<file path="src/rtl/pixel_packer.sv">
// Packs clamped 8-bit pixels four per 32-bit word, tags line/frame ends and
// buffers the words in a first-word-fall-through FIFO with overflow accounting.
module pixel_packer #(
    parameter int IMG_WIDTH  = 32,
    parameter int IMG_HEIGHT = 32,
    parameter int FIFO_DEPTH = 8
) (
    input  logic        clk,
    input  logic        rst,
    input  logic        in_valid,
    input  logic [31:0] in_pixel,
    output logic        out_valid,
    input  logic        out_ready,
    output logic [31:0] out_data,
    output logic        out_eol,
    output logic        out_eof,
    output logic        ovf_sticky,
    input  logic        ovf_clr,
    output logic [7:0]  drop_cnt,
    output logic [15:0] frame_cnt
);

    localparam int CW = $clog2(IMG_WIDTH);
    localparam int RW = (IMG_HEIGHT > 1) ? $clog2(IMG_HEIGHT) : 1;
    localparam int AW = $clog2(FIFO_DEPTH);
    localparam logic [CW-1:0] COL_LAST = CW'(IMG_WIDTH - 1);
    localparam logic [RW-1:0] ROW_LAST = RW'(IMG_HEIGHT - 1);

    logic [1:0]    lane;
    logic [CW-1:0] column;
    logic [RW-1:0] row;
    logic [23:0]   partial;
    logic [7:0]    clamped;

    logic          push_req;
    logic          end_of_line;
    logic          end_of_frame;

    logic [AW:0]   wr_ptr;
    logic [AW:0]   rd_ptr;
    logic          empty;
    logic          full;
    logic          pop;
    logic          push;
    logic          drop;

    logic [33:0]   mem [FIFO_DEPTH];
    logic [33:0]   head;

    // Signed saturation of the incoming pixel to the 0..255 range
    always_comb begin
        clamped = in_pixel[7:0];
        if (in_pixel[31]) begin
            clamped = 8'h00;
        end else if (|in_pixel[30:8]) begin
            clamped = 8'hFF;
        end
    end

    assign push_req     = in_valid && (lane == 2'd3);
    assign end_of_line  = (column == COL_LAST);
    assign end_of_frame = end_of_line && (row == ROW_LAST);

    assign empty = (wr_ptr == rd_ptr);
    assign full  = (wr_ptr[AW-1:0] == rd_ptr[AW-1:0]) && (wr_ptr[AW] != rd_ptr[AW]);
    assign pop   = !empty && out_ready;
    assign push  = push_req && (!full || pop);
    assign drop  = push_req && full && !pop;

    always_ff @(posedge clk) begin
        if (rst) begin
            lane      <= 2'd0;
            column    <= '0;
            row       <= '0;
            partial   <= '0;
            frame_cnt <= '0;
        end else if (in_valid) begin
            lane <= lane + 2'd1;
            case (lane)
                2'd0:    partial[7:0]   <= clamped;
                2'd1:    partial[15:8]  <= clamped;
                2'd2:    partial[23:16] <= clamped;
                default: partial        <= partial;
            endcase
            if (end_of_line) begin
                column <= '0;
                if (row == ROW_LAST) begin
                    row       <= '0;
                    frame_cnt <= frame_cnt + 16'd1;
                end else begin
                    row <= row + 1'b1;
                end
            end else begin
                column <= column + 1'b1;
            end
        end
    end

    // Storage carries {eof, eol, data}; it needs no reset because the
    // pointers define which entries are meaningful.
    always_ff @(posedge clk) begin
        if (!rst && push) begin
            mem[wr_ptr[AW-1:0]] <= {end_of_frame, end_of_line, clamped, partial};
        end
    end

    always_ff @(posedge clk) begin
        if (rst) begin
            wr_ptr <= '0;
            rd_ptr <= '0;
        end else begin
            if (push) begin
                wr_ptr <= wr_ptr + 1'b1;
            end
            if (pop) begin
                rd_ptr <= rd_ptr + 1'b1;
            end
        end
    end

    // A clear wins over a drop landing on the same edge
    always_ff @(posedge clk) begin
        if (rst) begin
            ovf_sticky <= 1'b0;
            drop_cnt   <= '0;
        end else if (ovf_clr) begin
            ovf_sticky <= 1'b0;
            drop_cnt   <= '0;
        end else if (drop) begin
            ovf_sticky <= 1'b1;
            if (drop_cnt != 8'hFF) begin
                drop_cnt <= drop_cnt + 8'd1;
            end
        end
    end

    assign head      = mem[rd_ptr[AW-1:0]];
    assign out_valid = !empty;
    assign out_data  = empty ? 32'd0 : head[31:0];
    assign out_eol   = !empty && head[32];
    assign out_eof   = !empty && head[33];

endmodule
</file>
<file path="config.mk">
export PLATFORM = sky130hd
export DESIGN_NAME = pixel_packer
export DESIGN_NICKNAME = d
export VERILOG_FILES = /design/src/rtl/pixel_packer.sv
export SDC_FILE = /design/constraint.sdc
export NUM_CORES = 1
export LEC_CHECK = 0
export ABC_AREA = 1
export CELL_PAD_IN_SITES_DETAIL_PLACEMENT = 1
export CELL_PAD_IN_SITES_GLOBAL_PLACEMENT = 1
export CORE_UTILIZATION = 45
export CTS_CLUSTER_DIAMETER = 40
export DETAILED_ROUTE_END_ITERATION = 6
export MAX_ROUTING_LAYER = met4
export PLACE_DENSITY = 0.85
export SETUP_SLACK_MARGIN = 0.05
export SYNTH_ARGS = -nofsm -noshare
export SYNTH_HDL_FRONTEND = slang
export SYNTH_SLANG_ARGS = --single-unit
</file>
<file path="constraint.sdc">
create_clock -name clk -period 4.85 [get_ports clk]
set_input_delay 0.97 -clock clk [delete_from_list [all_inputs] [get_ports clk]]
set_output_delay 0.97 -clock clk [all_outputs]
set_load 0.005 [all_outputs]
</file>
Word-level counts from Yosys, hierarchy flattened

Memory sizes are Yosys's and may differ from the RTL's. A register that Yosys moved wholly into a read port is not among the register bits.
Cells that the tools add are included.
Widths: inputs -> output; s select.

Bits in registers: 69
Memory bits (writable): 272
Output and inout port bits: 60
Memories: 1

Add/subtract/negate cells: 7
Equal/unequal tests: 9
Mux-type cells: 9
Reductions and logical operators: 24

Memories:

| memory | words | bits a word | read ports | clocked after memory_dff | write ports | RTL line | source |
|---|---|---|---|---|---|---|---|
| mem    | 8     | 34          | 1          | 1                        | 1           | 47       | `logic [33:0] mem [FIFO_DEPTH];` |

Operators with widths:

| operator              | number |
|---|---|
| $mux 32               | 1 |
| $reduce_or 23->1      | 1 |
| $add 16x1->16 const B | 1 |
| $mux 8                | 2 |
| $add 5x1->5 const B   | 2 |
| $eq 5x5->1 const B    | 2 |
| $logic_and 1x1->1     | 10 |
| $mux 5                | 2 |
| $reduce_and 2->1      | 5 |
| $add 4x1->4 const B   | 2 |
| $add 8x1->8 const B   | 1 |
| $ne 8x8->1 const B    | 1 |
| $mux 3                | 2 |
| $eq 2x2->1 const B    | 2 |
| $eq 4x4->1            | 1 |
| $logic_not 1->1       | 4 |
| $eq 3x3->1            | 1 |
| $reduce_and 3->1      | 1 |
| $add 2x1->2 const B   | 1 |
| $eq 2x1->1 const B    | 1 |
| $logic_not 2->1       | 1 |
| $mux 1                | 2 |
| $reduce_or 2->1       | 1 |
| $logic_or 1x1->1      | 1 |
| $ne 1x1->1            | 1 |

Depth between registers and ports, before layout

Word-level depth: 8
Depth in mapped cells: 13

Worst setup path before layout

Ideal clock, no wire load.

Path kind: input-to-reg
Start: in in_valid
End: mem mem[0][0] (enable)
Setup time: 0.425 ns
Arrival: 3.061 ns
Data required time: 4.425 ns
Setup slack: 1.364 ns
Stages on the path: 7
Path buffers: 1
Path through: buf_2 -> nand2_1 -> inv_1 -> nand2_2 -> inv_1 -> nand2_1 -> nor2_1

Cells in the longest elaborated chain, start to end: 5

RTL lines:

| element                      | RTL line | source |
|---|---|---|
| from (decl)                  | 10       | `input logic in_valid,` |
| $logic_and 1x1->1            | 60       | `assign push_req = in_valid && (lane == 2'd3);` |
| $logic_and 1x1->1            | 67       | `assign push = push_req && (!full \|\| pop);` |
| $logic_and 1x1->1            | 102      | `if (!rst && push) begin` |
| $mux 1                       | 102      |  |
| $mux 1 (not written as such) | 103      | `mem[wr_ptr[AW-1:0]] <= {end_of_frame, end_of_line, clamped, partial};` |
| to (decl)                    | 47       |  |

No other way between the ends.

==> qor.csv <==
metric;value;unit
finalClockSkew;0.03389;ns
seq_area_frac_synth;0.6828;
coreArea;0.03067;mm^2
drt-total-wl;39800;um
stdcell_area;0.01690;mm^2
period_share;0.8993;
internal_power;5.375;mW
avgSynthCellArea;11.02;um^2
vias_per_cell;5.677;
endpoint_kind;output port;
cts_tree;done;
cts_made_buffers;43;
synthArstFlopShare;0;
arrival;3.39;ns
grt_pass1_wl;61070;um
power.switching;1.886;mW
timing_worst_setup_path_type;register to output port;
io_buffer_count;96;
p_clk_frac;0.442;
start_util;0.4589;
dp_hpwl;23330;um
drt_first_pass_iters;5;
drive_above_1_share;0.1029;
power_leakage;5.813;nW
slowest_delay;0.73;ns
place_congestion;0.8246;
path_cells;buf_4 -> o21ai_0 -> o22ai_1 -> o21ai_0 -> a31oi_1 -> clkdlybuf4s50_1;
power.density;429.8;mW/mm^2
setup-violations-final;0;
post-synth-top-count-cell;edfxtp_1;
p_seq_frac;0.451;
routed-wl-met2;20410;um
switching_share;0.2597;
die_h;178.8;um
die_w;178.8;um
worst_slew_pin_slew;0.9050;ns
ctsHoldBuffers;0;
ir_worst_vdd;0.0002685;V
fin_ws;0.4883;ns
yosysTopAreaCellShare;0.5804;
cts_root_buffer;clkbuf_16;
grt_overflow;0;
netlist_instances;1277;
antenna_found_initial;0;
slew_headroom;0.3958;
drc;0;
synth_ff_type;edfxtp_1;
cts_resized;0;
clkTransAtPathRegs;0.05;ns
fin_cells;1805;
wl_met1;16040;um
fin_crit;4.362;ns
area_growth;20.06;%
synth.area.top_cells;edfxtp_1, dfxtp_1, o21ai_0, nor2_1, nand2_1;
drt_iter0_drc;789;
final_nets;1424;
synth_nets;1326;
fmaxAchievable;229.3;MHz
placed_area;0.01546;mm^2
std_cell_rows;64;
holdWs;0.4533;ns
grt_util_all_layers;0.2599;
finalSetupTns;0;ns
cts.path.max_buffers;3;
path_buf_inv;2;
synth_commonest_cells;edfxtp_1, nor2_1, o21ai_0, nand2_1, dfxtp_1;
crit_top_cell;o21ai_0;
rsz0062_at_grt;false;
first_global_vias;10780;
netlist_area;0.01407;mm^2
n_antenna_cell;0;
cp_slowest_cell;dfxtp_4;
hold_viol;0;
pin_count;97;
die_area;0.03199;mm^2
crit_family;buffers and inverters;
via_count;10250;
drv_cap;0;
dp_cells;1726;
power_frac_comb;0.107;
htreeDepth;2;
hold_path.class;register to register;
yosys_register_bits;344;
place_ws;1.005;ns
maxSlewViolCount;0;
yosysWarnings;0;
path_max_fanout;56;
start_kind;register;
status;complete, no violations;
route.met3.wl;2035;um
cts_sinks;344;
required;3.88;ns
yosys.area.top_type;edfxtp_1;
highest_layer;met4;
grt_start_max_net_pins;69;
synthDistinctLibCells;37;
clock_latency;0.57;ns
synth_edf_count;272;
ant_nets;0;
postCtsSetupRepairBufs;0;
wl_per_cell;22.05;um
final timing paths:
path | end | slack [ns] | cells past startpoint | from
worst min register to register | ovf_sticky$_SDFFE_PP0P_ | 0.45 | 2 | ovf_sticky$_SDFFE_PP0P_
worst max-delay path | out_data[23] | 0.49 | 6 | register
worst max register to register | mem[6][8]$_DFFE_PP_ | 2.05 | 9 | wr_ptr[2]$_SDFFE_PP0P_
worst min-delay path | ovf_sticky$_SDFFE_PP0P_ | 0.45 | 2 | ovf_sticky$_SDFFE_PP0P_
registers in the layout, indices dropped and copies added, names as in the netlist, named ones only:
register	cells
mem	272
partial	24
frame_cnt	16
drop_cnt	8
column	5
row	5
rd_ptr	4
wr_ptr	4
lane	2
ovf_sticky	1
worst register-to-register path, cell delays in order (launching register included):
cell and delay, ns:
dfxtp_1 0.58, inv_4 0.09, nand2_1 0.08, nand2_1 0.08
nand4_1 0.18, nand2_2 0.13, inv_1 0.12, nand2_1 0.26
nor2_4 0.66, buf_4 0.33
cells by family (layout without fill, tap and decap cells):
family / Yosys count / after routing / synth area share
AO/OA/AOI/OAI: 342 / 342 / 0.1303
XOR/XNOR: 6 / 6 / 0.003734
adder cells (fa/ha/maj): 12 / 12 / 0.01067
buffers and inverters: 145 / 277 / 0.04410
flip-flops: 344 / 344 / 0.6828
AND/OR/NAND/NOR: 428 / 428 / 0.1284
cell usage in the layout (no fill, tap or decap), types with 35 or more instances in the layout:
| cell | n |
|---|---|
| a21oi_1 | 50 |
| a31oi_1 | 35 |
| clkbuf_16 | 43 |
| clkdlybuf4s50_1 | 96 |
| dfxtp_1 | 70 |
| edfxtp_1 | 272 |
| inv_1 | 68 |
| nand2_1 | 95 |
| nor2_1 | 256 |
| o21ai_0 | 199 |
layer usage:
metal / track usage / vias to the layer above
met2: 0.4469 / 305
met4: 0.1013 / 0
met5: - / -
met3: 0.04008 / 81
met1: 0.3057 / 5153
li1: - / 4708
power by group through the flow:
stage	clock (mW)	combinational, mW	sequential, mW
floorplan	0	0.472	3.30
global placement	0	0.725	3.33
detailed placement	0	0.769	3.34
CTS	3.23	0.779	3.28
global route	3.35	0.853	3.28
finish	3.21	0.777	3.28
per-stage QoR:
stage | total power, mW | util
floorplan | 3.768 | -
global placement | 4.059 | 0.5042
detailed placement | 4.107 | 0.5042
CTS | 7.289 | 0.5509
global route | 7.481 | 0.5509
finish | 7.261 | 0.5509
area by class of cell:
class,count,area (um^2)
timing repair buffer,120,1154
tap,396,495.5
inverter,78,297.8
clock inverter,28,285.3
fill,3194,13770
clock buffer,51,1146
sequential,344,9614
multi-input combinational,788,3904
Note: power is estimated with default switching activity, not from simulation.
